### src/rtl/button_debouncer_if.sv
// Button bundle between the raw board pins and the cleaned-up outputs.
// The master side drives the raw pins and consumes the conditioned signals.
// The slave side is the debouncer itself.
interface button_debouncer_if #(
    parameter int N_BTN = 2
);
    logic [N_BTN-1:0] btn_in;
    logic [N_BTN-1:0] btn_level;
    logic [N_BTN-1:0] btn_press;
    logic [N_BTN-1:0] btn_release;
    logic [N_BTN-1:0] btn_long;

    modport master (
        output btn_in,
        input  btn_level,
        input  btn_press,
        input  btn_release,
        input  btn_long
    );

    modport slave (
        input  btn_in,
        output btn_level,
        output btn_press,
        output btn_release,
        output btn_long
    );
endinterface

### src/rtl/button_debouncer.sv
// Per-button conditioning of raw bouncing board buttons: a 2-flop
// synchronizer, a debounce window counter, a clean level, one-cycle
// press/release strobes and a one-shot long-press strobe.
// Every button bit is handled independently of the others.
module button_debouncer #(
    parameter int N_BTN      = 2,
    parameter int CNT_WIDTH  = 17,
    parameter int HOLD_WIDTH = 24
) (
    input  logic              CLK,
    input  logic              reset,
    button_debouncer_if.slave btn_if
);

    localparam logic [CNT_WIDTH-1:0]  CNT_MAX  = '1;
    localparam logic [HOLD_WIDTH-1:0] HOLD_MAX = '1;

    logic [N_BTN-1:0]      s1_q, s1_d;
    logic [N_BTN-1:0]      s2_q, s2_d;
    logic [N_BTN-1:0]      level_q, level_d;
    logic [N_BTN-1:0]      press_q, press_d;
    logic [N_BTN-1:0]      release_q, release_d;
    logic [N_BTN-1:0]      long_q, long_d;
    logic [N_BTN-1:0]      long_done_q, long_done_d;
    logic [CNT_WIDTH-1:0]  cnt_q  [N_BTN];
    logic [CNT_WIDTH-1:0]  cnt_d  [N_BTN];
    logic [HOLD_WIDTH-1:0] hold_q [N_BTN];
    logic [HOLD_WIDTH-1:0] hold_d [N_BTN];

    // Next-state logic: synchronize, count the disagreement window, derive strobes and the hold timer.
    always_comb begin
        s1_d        = btn_if.btn_in;
        s2_d        = s1_q;
        level_d     = level_q;
        press_d     = '0;
        release_d   = '0;
        long_d      = '0;
        long_done_d = '0;
        for (int i = 0; i < N_BTN; i++) begin
            cnt_d[i]  = '0;
            hold_d[i] = '0;

            // A single cycle of agreement throws the window away and starts over.
            if (s2_q[i] != level_q[i]) begin
                if (cnt_q[i] == CNT_MAX) begin
                    level_d[i] = s2_q[i];
                end else begin
                    cnt_d[i] = cnt_q[i] + 1'b1;
                end
            end

            // Strobes are computed from the level transition so they line up with the level change.
            press_d[i]   = level_d[i] & ~level_q[i];
            release_d[i] = ~level_d[i] & level_q[i];

            // The hold timer saturates; long_done remembers the strobe already fired until release.
            if (level_q[i]) begin
                if (hold_q[i] != HOLD_MAX) begin
                    hold_d[i] = hold_q[i] + 1'b1;
                end else begin
                    hold_d[i] = hold_q[i];
                end
            end
            long_d[i]      = level_q[i] & (hold_q[i] == HOLD_MAX) & ~long_done_q[i];
            long_done_d[i] = level_q[i] & (hold_q[i] == HOLD_MAX);
        end
    end

    // State registers; reset wins over any debounce or hold in progress.
    always_ff @(posedge CLK) begin
        if (reset) begin
            s1_q        <= '0;
            s2_q        <= '0;
            level_q     <= '0;
            press_q     <= '0;
            release_q   <= '0;
            long_q      <= '0;
            long_done_q <= '0;
            for (int i = 0; i < N_BTN; i++) begin
                cnt_q[i]  <= '0;
                hold_q[i] <= '0;
            end
        end else begin
            s1_q        <= s1_d;
            s2_q        <= s2_d;
            level_q     <= level_d;
            press_q     <= press_d;
            release_q   <= release_d;
            long_q      <= long_d;
            long_done_q <= long_done_d;
            for (int i = 0; i < N_BTN; i++) begin
                cnt_q[i]  <= cnt_d[i];
                hold_q[i] <= hold_d[i];
            end
        end
    end

    assign btn_if.btn_level   = level_q;
    assign btn_if.btn_press   = press_q;
    assign btn_if.btn_release = release_q;
    assign btn_if.btn_long    = long_q;

endmodule

### src/flat_wrapper.sv
// flat-port wrapper written by rule: the top's interface ports become plain ports
module button_debouncer_flat 
#(
    parameter int N_BTN      = 2,
    parameter int CNT_WIDTH  = 17,
    parameter int HOLD_WIDTH = 24
)
  (CLK, reset, btn_if_btn_in, btn_if_btn_level, btn_if_btn_press, btn_if_btn_release, btn_if_btn_long);
  button_debouncer_if #(.N_BTN(N_BTN)) btn_if_i ();
  input  logic CLK;
  input  logic reset;
  input wire logic [$bits(btn_if_i.btn_in)-1:0] btn_if_btn_in;
  output wire logic [$bits(btn_if_i.btn_level)-1:0] btn_if_btn_level;
  output wire logic [$bits(btn_if_i.btn_press)-1:0] btn_if_btn_press;
  output wire logic [$bits(btn_if_i.btn_release)-1:0] btn_if_btn_release;
  output wire logic [$bits(btn_if_i.btn_long)-1:0] btn_if_btn_long;
  assign btn_if_i.btn_in = btn_if_btn_in;
  assign btn_if_btn_level = btn_if_i.btn_level;
  assign btn_if_btn_press = btn_if_i.btn_press;
  assign btn_if_btn_release = btn_if_i.btn_release;
  assign btn_if_btn_long = btn_if_i.btn_long;
  button_debouncer #(.N_BTN(N_BTN), .CNT_WIDTH(CNT_WIDTH), .HOLD_WIDTH(HOLD_WIDTH)) u_core (.CLK(CLK), .reset(reset), .btn_if(btn_if_i));
endmodule
### config.mk
export PLATFORM = sky130hd
export DESIGN_NAME = button_debouncer_flat
export DESIGN_NICKNAME = d
export VERILOG_FILES = /design/src/rtl/button_debouncer_if.sv /design/src/rtl/button_debouncer.sv /design/src/flat_wrapper.sv
export SDC_FILE = /design/constraint.sdc
export NUM_CORES = 1
export LEC_CHECK = 0
export ABC_CLOCK_PERIOD_IN_PS = 2600
export BUFFER_PORTS_ARGS = -buffer_cell sky130_fd_sc_hd__clkbuf_2
export CORE_MARGIN = 3
export CORE_UTILIZATION = 30
export DETAILED_ROUTE_END_ITERATION = 8
export PLACE_DENSITY_LB_ADDON = 0.05
export SYNTH_ARGS = -nofsm -noshare
export SYNTH_HDL_FRONTEND = slang
export SYNTH_SLANG_ARGS = --single-unit
### constraint.sdc
create_clock -name CLK -period 2.6 [get_ports CLK]
set_input_delay 0.26 -clock CLK [delete_from_list [all_inputs] [get_ports CLK]]
set_output_delay 0.26 -clock CLK [all_outputs]
set_load 0.02 [all_outputs]
# After elaboration in Yosys (flattened, before gate mapping)
# Memories as Yosys holds them, arrays and structs flattened.
# Cells that the tools add are included.
# W data, S select, Z words.
dict set report op_classes {
  add_sub_neg 4
  eq_ne 8
  n_mux 19
  n_bitwise 18
}
# cell n
set op_table {}
lappend op_table {{$mux W24} 6}
lappend op_table {{$mux W17} 6}
lappend op_table {{$add A24 B1 Y24 const B} 2}
lappend op_table {{$eq A24 B24 Y1 const B} 2}
lappend op_table {{$ne A24 B24 Y1 const B} 2}
lappend op_table {{$add A17 B1 Y17 const B} 2}
lappend op_table {{$eq A17 B17 Y1 const B} 2}
lappend op_table {{$and A1 B1 Y1} 8}
lappend op_table {{$mux W1} 7}
lappend op_table {{$not A1 Y1} 6}
lappend op_table {{$or A1 B1 Y1} 4}
lappend op_table {{$ne A1 B1 Y1} 2}
dict set report totals {
  ff_bits 14
  ramBits 82
  input_bits 4
  output_inout_bits 8
  memories 2
}
# memory words width rd rd_clocked_by_memory_dff wr line_no
set mem_list {}
lappend mem_list {u_core.hold_q 2 24 2 0 2 button_debouncer.sv:27} ;# logic [HOLD_WIDTH-1:0] hold_q [N_BTN];
lappend mem_list {u_core.cnt_q 2 17 2 0 2 button_debouncer.sv:25} ;# logic [CNT_WIDTH-1:0] cnt_q [N_BTN];

# Longest topological paths before layout
# Gate-level depths: netlist (run 1).
dict set report logic_depth {
  depth_word 5
  depth_mapped 9
  ltp_nobuf 6
}

# Worst setup path before layout (run 1)
# No wires, ideal clock.
dict set report synth_timing {
  kind {register -> register}
  from {memory u_core.cnt_q[0][2]}
  to {memory u_core.cnt_q[0][10]}
  setup_time_ns 0.128
  arrival_ns 1.957
  required_time_ns 2.472
  path_slack_ns 0.515
  path_stages_with_launch 10
  period_less_slack_ns 2.085
  path_cell_list {dfxtp_1 > and4_1 > clkbuf_1 > nand3_1 > nor3_1 > ha_1 > or3_1 > clkbuf_1 > clkbuf_1 > nor2_1}
}
# item line_no
set synth_rtl {}
lappend synth_rtl {{start, declared} button_debouncer.sv:25}

==> impl_metrics.toml, run 1 <==
[run_status]
status = "finished, final reports clean"

[synthesis]
async_reset_ff_share_pct = 0
syn-cell-area_um2 = 4623
syn_area_per_cell_um2 = 8.577
yosysWarnings = 0
ys_seq_area_share_pct = 41.57
synth_cell_type_count = 45
syn_inst = 539
ys.flop_type = "dfxtp_1"
yosys_register_bits = 96
synth_fp_nets = 549
synth_edf_count = 0

[sta]
fmax_mhz = 475.7
fin_skew_ns = 0.007922
finalCriticalPeriod_ns = 2.102
setup_viol = 0
worst_pin_slew_ns = 0.7873
layout_setup_ws_ns = 0.4977
slew_headroom_pct = 47.51
hold_slack_ns = 0.1244
period_share_pct = 80.86
rsz0062_at_grt = "no"
slew_violations = 0
hold_viol = 0
setup_tns_ns = 0

[cts]
clockRootBuffer = "clkbuf_16"
post_cts_resized = 0
cts_hold_buffers = 0
cts.sinks = 96
cts_tree = "yes"
postCtsSetupRepairBufs = 0
clock_path_buffers = 2
htree_levels = 3
cts_made_buffers = 9
clkTransAtPathRegs_ns = 0.07
clk_latency_ns = 0.35

[floorplan]
start_util_pct = 31.22
dieArea_um2 = 16940
coreArea_um2 = 14810
row_count = 44
ioPinCount = 12
die_y_um = 130.1
die_x_um = 130.1

[min_path]
holdPathStages = 2
hold_path_class = "in -> reg"

[routing]
wl_per_cell_um = 14.00
wl_um = 10140
ant_nets = 0
viasPerCell = 5.185
drtIter0Drc = 160
vias = 3754
drc_errors = 0
firstDrtPassIters = 4

[power]
power_density_nw_per_um2 = 560.8
power.leakage_nw = 1.561
peakVddDrop_mv = 0.3227
total_power_mw = 2.864

[finish]
fin_area_um2 = 5107
num_antenna_cells = 0
syn_to_final_growth_pct = 10.47
drive_gt1_share_pct = 7.963
fin_nets = 545
layout.cells.non_filler = 724
post-route-util_pct = 34.49

[setup_path]
end_kind = "flop"
arrival_ns = 2.33
path_class = "reg -> reg"
worstPathCellList = "ha_1 -> and3_1 -> and3_1 -> a211oi_1 -> mux2i_1"
critPathRequiredTime_ns = 2.83
cp_slowest_stage_delay_ns = 0.72
crit_top_cell = "and3_1"
critical_path.startpoint_type = "flop"
slowest_stage = "and3_1"
reg2reg_depth = 5
cp_max_fo = 20

[placed_design]
dp_hpwl_um = 6960
pre_cts_slack_ns = 0.4799
gp_congestion = 0.7085
place_inst = 708
port_buffers = 11
dpl_cell_area_um2 = 4801

[grt]
grt_pass1_wl_um = 17480
grt_start_max_net_pins = 27
grt_overflow = 0
grt_pass1_vias = 3522
grt_usage_pct = 12.93
grt_antenna_before_repair = 0

[run]
drv_cap = 0
## routing by layer
layer / global-route usage, % / vias up / routed length (um) / share of wire, %
met5: 0 / - / 0 / 0
met4: 3.545 / 0 / 102 / 1.0
met3: 4.134 / 8 / 384 / 3.8
met2: 20.25 / 47 / 4514 / 45
met1: 17.18 / 1741 / 5136 / 51
li1: - / 1958 / - / -
## cell usage in the layout (no fill, tap or decap), types with 14 or more instances in the layout
master,count
a21oi_1,33
and3_1,14
and4_1,17
dfxtp_1,96
mux2i_1,17
nand2_1,60
nand2b_1,17
nand3_1,32
nand4_1,23
nor2_1,34
nor3_1,18
o21ai_0,22
## worst max-delay path: cells and delay by family, from the launching register on
kind | cells | cell delay [ns]
AOI/OAI and AO/OA | 1 | 0.22
adders and majority gates | 1 | 0.19
DFF | 1 | 0.38
muxes | 1 | 0.15
and+or+nand+nor | 2 | 1.03
## synthesized netlist by cell type (9+ instances only)
library cell  instances  share of area [%]
nand3_1              32                3.5
clkbuf_1             19                1.5
and2_1                9                1.2
nor2_1               34                2.8
xnor2_1              12                2.3
a211oi_1             10                1.6
a2111o_1              9                2.2
xor2_1               12                2.3
mux2i_1              17                3.7
inv_1                 9               0.73
dfxtp_1              96                 42
nand2b_1             17                2.3
nor3_1               18                1.9
a21oi_1              33                3.6
nand4_1              23                3.1
o21ai_0              22                2.4
and4_1               17                3.2
and3_1               14                1.9
nand2_1              60                4.9
## area by class of cell
class,instances,area [um^2]
inverters,9,33.78
well taps,184,230.2
repair buffers,20,122.6
clock buffers,11,242.7
clock inverters,5,63.81
fillers,1558,9702
flip-flops and latches,96,1922
multi-input cells,399,2492
## cell families after synthesis
logic type,after synthesis,share of synthesized area [%]
flip-flops,96,41.57
adder cells (fa/ha/maj),6,1.624
AO/OA/AOI/OAI,97,14.45
buffers and inverters,44,4.520
XOR/XNOR,24,4.547
multiplexers,17,3.681
AND/OR/NAND/NOR,255,29.61
## report_power, final
part	internal [mW]	total [mW]	switching (mW)
Combinational	0.00533	0.0142	0.00884
Clock	0.780	1.37	0.594
Sequential	1.47	1.48	0.00283
## sequential cells by signal, indices dropped and copies added (netlist names)
register                   count
u_core.btn_if.btn_press        2
u_core.hold_q                 48
u_core.btn_if.btn_release      2
u_core.long_done_q             2
u_core.s2_q                    2
u_core.s1_q                    2
u_core.btn_if.btn_long         2
u_core.btn_if.btn_level        2
u_core.cnt_q                  34
## final timing paths
check                                                      start                                    to  slack (ns)
worst max-delay path            u_core.hold_q[0][0]$_SDFFE_PP0P_     u_core.hold_q[0][17]$_SDFFE_PP0P_        0.50
worst min-delay path                            btn_if_btn_in[1]             u_core.s1_q[1]$_SDFF_PP0_        0.12
worst max register to register  u_core.hold_q[0][0]$_SDFFE_PP0P_     u_core.hold_q[0][17]$_SDFFE_PP0P_        0.50
worst min register to register  u_core.long_done_q[0]$_SDFF_PP0_  u_core.btn_if.btn_long[0]$_SDFF_PP0_        0.39
Note: power is estimated with default switching activity, not from simulation.
==> run 2: changes to the inputs <==
--- a/config.mk
+++ b/config.mk
@@ -5,7 +5,7 @@
 export SDC_FILE = /design/constraint.sdc
 export NUM_CORES = 1
 export LEC_CHECK = 0
-export ABC_CLOCK_PERIOD_IN_PS = 2600
+export ABC_CLOCK_PERIOD_IN_PS = 2100
 export BUFFER_PORTS_ARGS = -buffer_cell sky130_fd_sc_hd__clkbuf_2
 export CORE_MARGIN = 3
 export CORE_UTILIZATION = 30
==> constraint.sdc (replaced) <==
create_clock -name CLK -period 2.1 [get_ports CLK]
set_input_delay 0.21 -clock CLK [delete_from_list [all_inputs] [get_ports CLK]]
set_output_delay 0.21 -clock CLK [all_outputs]
set_load 0.02 [all_outputs]
==> run 2 against run 1 <==
Net effect:
- sequential power is 24% higher
- sequential cell count stayed put
- final cell count is 1.5% higher
- via count is 0.32% higher
- critical path depth stayed put
- maximum frequency is 9.0% higher
- die area stayed put
- critical path type unchanged
- global-route usage is 0.43 points lower
- clock-buffer cell count stayed put
==> impl_metrics.toml, run 2 (same netlist as run 1, synthesis figures left out) <==
[run_status]
status = "finished, final reports clean"

[grt]
grt_start_max_net_pins = 27
grt_pass1_vias = 3471
grt_usage_pct = 12.49
grt_pass1_wl_um = 17090
grt_antenna_before_repair = 0
grt_overflow = 0

[finish]
mostFrequentLayoutCells = "dfxtp_1 (96), nand2_1 (60), nor2_1 (34)"
fin_area_um2 = 5246
reg_top3 = "u_core.hold_q (48), u_core.cnt_q (34)"
layout.cells.non_filler = 735
fin_nets = 557
largest_register = "u_core.hold_q"
drive_gt1_share_pct = 9.982
num_antenna_cells = 0
post-route-util_pct = 35.43
largest_reg_flops = 48
syn_to_final_growth_pct = 13.48
final_common_cell = "dfxtp_1"

[setup_path]
cp_max_fo = 20
end_kind = "flop"
reg2reg_depth = 5
critical_path.startpoint_type = "flop"
critPathRequiredTime_ns = 2.37
path_class = "reg -> reg"
arrival_ns = 2.20

[floorplan]
die_x_um = 130.1
start_util_pct = 31.22
die_y_um = 130.1
coreArea_um2 = 14810
row_count = 44
ioPinCount = 12
dieArea_um2 = 16940

[run]
drv_cap = 0

[cts]
postCtsSetupRepairBufs = 0
htree_levels = 3
clk_latency_ns = 0.34
clkTransAtPathRegs_ns = 0.07
cts_made_buffers = 9
cts.sinks = 96
clock_path_buffers = 2
post_cts_resized = 0
cts_tree = "yes"
clockRootBuffer = "clkbuf_16"
cts_hold_buffers = 0

[routing]
ant_nets = 0
wl_um = 9960
vias = 3766
wl_per_cell_um = 13.55
drc_errors = 0
firstDrtPassIters = 4
drtIter0Drc = 167
viasPerCell = 5.124

[power]
peakVddDrop_mv = 0.3277
power.leakage_nw = 1.647
power_density_nw_per_um2 = 696.4
total_power_mw = 3.653

[sta]
hold_slack_ns = 0.09967
hold_viol = 0
fin_skew_ns = 0.005726
period_share_pct = 91.85
setup_tns_ns = 0
setup_viol = 0
finalCriticalPeriod_ns = 1.929
slew_violations = 0
layout_setup_ws_ns = 0.1711
fmax_mhz = 518.4
rsz0062_at_grt = "no"
worst_pin_slew_ns = 0.7318
slew_headroom_pct = 51.21

[placed_design]
place_inst = 720
port_buffers = 11
dpl_cell_area_um2 = 4916
gp_congestion = 0.7389
pre_cts_slack_ns = 0.1357
dp_hpwl_um = 6838

[min_path]
hold_path_class = "in -> reg"
holdPathStages = 2
## run 2: changes by cell type in the layout (fill, tap and decap cells not counted)
cell        before  now
clkbuf_1         1    0
clkinvlp_4       1    0
clkbuf_8         1    2
inv_6            1    0
buf_4            9   19
buf_12           0    2
bufinv_16        1    2
## run 2: area by class of cell
type	instances	area, um^2
multi-input combinational	399	2492
tap	184	230.2
fill	1504	9563
sequential	96	1922
clock buffer	11	252.7
timing repair buffer	32	237.7
clock inverter	4	77.57
inverter	9	33.78
## run 2: worst max-delay path: stages (launching register included)
cell and delay [ns]:
dfxtp_1 0.34, ha_1 0.23, and3_1 0.20, and3_1 0.38
a2111oi_2 0.49, mux2i_1 0.22
## run 2: layer usage
layer	part of all wire, %	track usage (%)
met1	53	17.59
met3	2.0	2.292
met2	44	18.86
met5	0	0
met4	1.4	5.012
## run 2: where the power goes
part	switching, mW	internal [mW]	total, mW
Clock	0.697	1.11	1.80
Sequential	0.00337	1.82	1.83
Combinational	0.0122	0.0103	0.0225
## run 2: worst paths after layout
check,from,slack [ns],end
hold / removal,btn_if_btn_in[1],0.1,u_core.s1_q[1]$_SDFF_PP0_
hold reg to reg,u_core.long_done_q[0]$_SDFF_PP0_,0.39,u_core.btn_if.btn_long[0]$_SDFF_PP0_
setup / recovery,u_core.hold_q[0][0]$_SDFFE_PP0P_,0.17,u_core.hold_q[0][21]$_SDFFE_PP0P_
setup reg to reg,u_core.hold_q[0][0]$_SDFFE_PP0P_,0.17,u_core.hold_q[0][21]$_SDFFE_PP0P_
==> run 3: changes to the inputs <==
--- a/config.mk
+++ b/config.mk
@@ -7,7 +7,7 @@
 export LEC_CHECK = 0
 export ABC_CLOCK_PERIOD_IN_PS = 2100
 export BUFFER_PORTS_ARGS = -buffer_cell sky130_fd_sc_hd__clkbuf_2
-export CORE_MARGIN = 3
+export CORE_MARGIN = 2
 export CORE_UTILIZATION = 30
 export DETAILED_ROUTE_END_ITERATION = 8
 export PLACE_DENSITY_LB_ADDON = 0.05
==> run 3 against run 2 <==
Net effect:
- first-iteration DRC count is 10% lower
- clock-buffer cell count grew 3
- critical path depth increased by 1
- critical endpoint is now u_core.hold_q[0][23]$_SDFFE_PP0P_
- largest cell class unchanged
==> impl_metrics.toml, run 3 (same netlist as run 1, synthesis figures left out) <==
[routing]
firstDrtPassIters = 4
drc_errors = 0
ant_nets = 0
viasPerCell = 5.089
wl_um = 10190
drtIter0Drc = 150
vias = 3766
wl_per_cell_um = 13.77

[sta]
setup_tns_ns = 0
hold_viol = 0
period_share_pct = 90.54
slew_violations = 0
fmax_mhz = 525.9
setup_viol = 0
worst_pin_slew_ns = 0.4388
layout_setup_ws_ns = 0.1986
hold_slack_ns = 0.06711
rsz0062_at_grt = "no"
fin_skew_ns = 0.008472
finalCriticalPeriod_ns = 1.901
slew_headroom_pct = 70.75

[placed_design]
gp_congestion = 0.7718
place_inst = 724
dp_hpwl_um = 7028
dpl_cell_area_um2 = 4921
port_buffers = 11
pre_cts_slack_ns = 0.2137

[min_path]
min-delay-start = "btn_if_btn_in[1]"
holdPathStages = 2
hold_path_class = "in -> reg"
whs_endpoint = "u_core.s1_q[1]$_SDFF_PP0_"

[run]
drv_cap = 0

[grt]
grt_usage_pct = 13.57
grt_overflow = 0
grt_start_max_net_pins = 27
grt_pass1_vias = 3671
grt_antenna_before_repair = 0
grt_pass1_wl_um = 17850

[power]
peakVddDrop_mv = 0.3689
power.leakage_nw = 1.627
total_power_mw = 3.565
power_density_nw_per_um2 = 682.6

[cts]
clk_latency_ns = 0.35
postCtsSetupRepairBufs = 0
cts_made_buffers = 9
cts_hold_buffers = 0
htree_levels = 3
post_cts_resized = 0
cts.sinks = 96
clkTransAtPathRegs_ns = 0.07
clock_path_buffers = 2
cts_tree = "yes"
clockRootBuffer = "clkbuf_16"

[floorplan]
start_util_pct = 30.52
coreArea_um2 = 15150
dieArea_um2 = 16420
row_count = 45
ioPinCount = 12
die_x_um = 128.1
die_y_um = 128.1

[finish]
largest_reg_flops = 48
fin_nets = 557
fin_area_um2 = 5223
largest_register = "u_core.hold_q"
final_common_cell = "dfxtp_1"
reg_top3 = "u_core.hold_q (48), u_core.cnt_q (34)"
post-route-util_pct = 34.48
syn_to_final_growth_pct = 12.96
layout.cells.non_filler = 740
drive_gt1_share_pct = 9.601
num_antenna_cells = 0
mostFrequentLayoutCells = "dfxtp_1 (96), nand2_1 (60), nor2_1 (34)"

[setup_path]
slowest_stage = "a2111oi_2"
cp_slowest_stage_delay_ns = 0.43
critical_path.startpoint_type = "flop"
arrival_ns = 2.19
r2r_end = "u_core.hold_q[0][23]$_SDFFE_PP0P_"
worstPathCellList = "ha_1 -> and3_1 -> and3_1 -> buf_4 -> a2111oi_2 -> mux2i_1"
crit_top_cell = "and3_1"
r2r_slack_ns = 0.20
critPathTopFamily = "simple AND/OR/NAND/NOR gates"
cp_max_fo = 11
reg2reg_from = "u_core.hold_q[0][0]$_SDFFE_PP0P_"
end_kind = "flop"
path_class = "reg -> reg"
reg2reg_depth = 6
crit_buf_inv = 1
critPathRequiredTime_ns = 2.38
startpoint = "u_core.hold_q[0][0]$_SDFFE_PP0P_"

[run_status]
status = "finished, final reports clean"
[run 3: cell count changes in the layout (fill, tap and decap cells not counted)]
cell,delta
bufinv_16,-1
clkbuf_1,+3
clkinv_4,-2
clkinvlp_4,+1
[run 3: report_power, final]
group / internal (mW) / total (mW) / switching [mW] / leakage [nW]
Clock: 0.992 / 1.72 / 0.724 / 0.143
Sequential: 1.82 / 1.83 / 0.00326 / 0.774
Combinational: 0.0103 / 0.0221 / 0.0118 / 0.710
[run 3: how the worst max path moves through the flow]
stage	endpoint	slack (ns)	cells after the start
after CTS	u_core.hold_q[0][23]$_SDFFE_PP0P_	0.19	6
after global routing	u_core.hold_q[0][21]$_SDFFE_PP0P_	0.06	6
final	u_core.hold_q[0][23]$_SDFFE_PP0P_	0.20	6
after floorplan	u_core.cnt_q[0][10]$_SDFF_PP0_	0.02	9
after detailed placement	u_core.hold_q[0][23]$_SDFFE_PP0P_	0.21	6
after global placement	u_core.hold_q[0][23]$_SDFFE_PP0P_	0.27	6
[run 3: area by class of cell]
class,count,area [um^2]
Multi-Input combinational cell,399,2492
Fill cell,1535,9923
Clock inverter,2,37.54
Inverter,9,33.78
Timing Repair Buffer,32,237.7
Clock buffer,14,264.0
Sequential cell,96,1922
Tap cell,188,235.2
[run 3: metal layers]
layer  GRT usage [%]  wire [um]  vias up
met1           18.29       5325     1742
met5               0          0        -
met3           2.421        233       12
li1                -          -     1975
met4           6.206        211        0
met2           21.17       4417       37
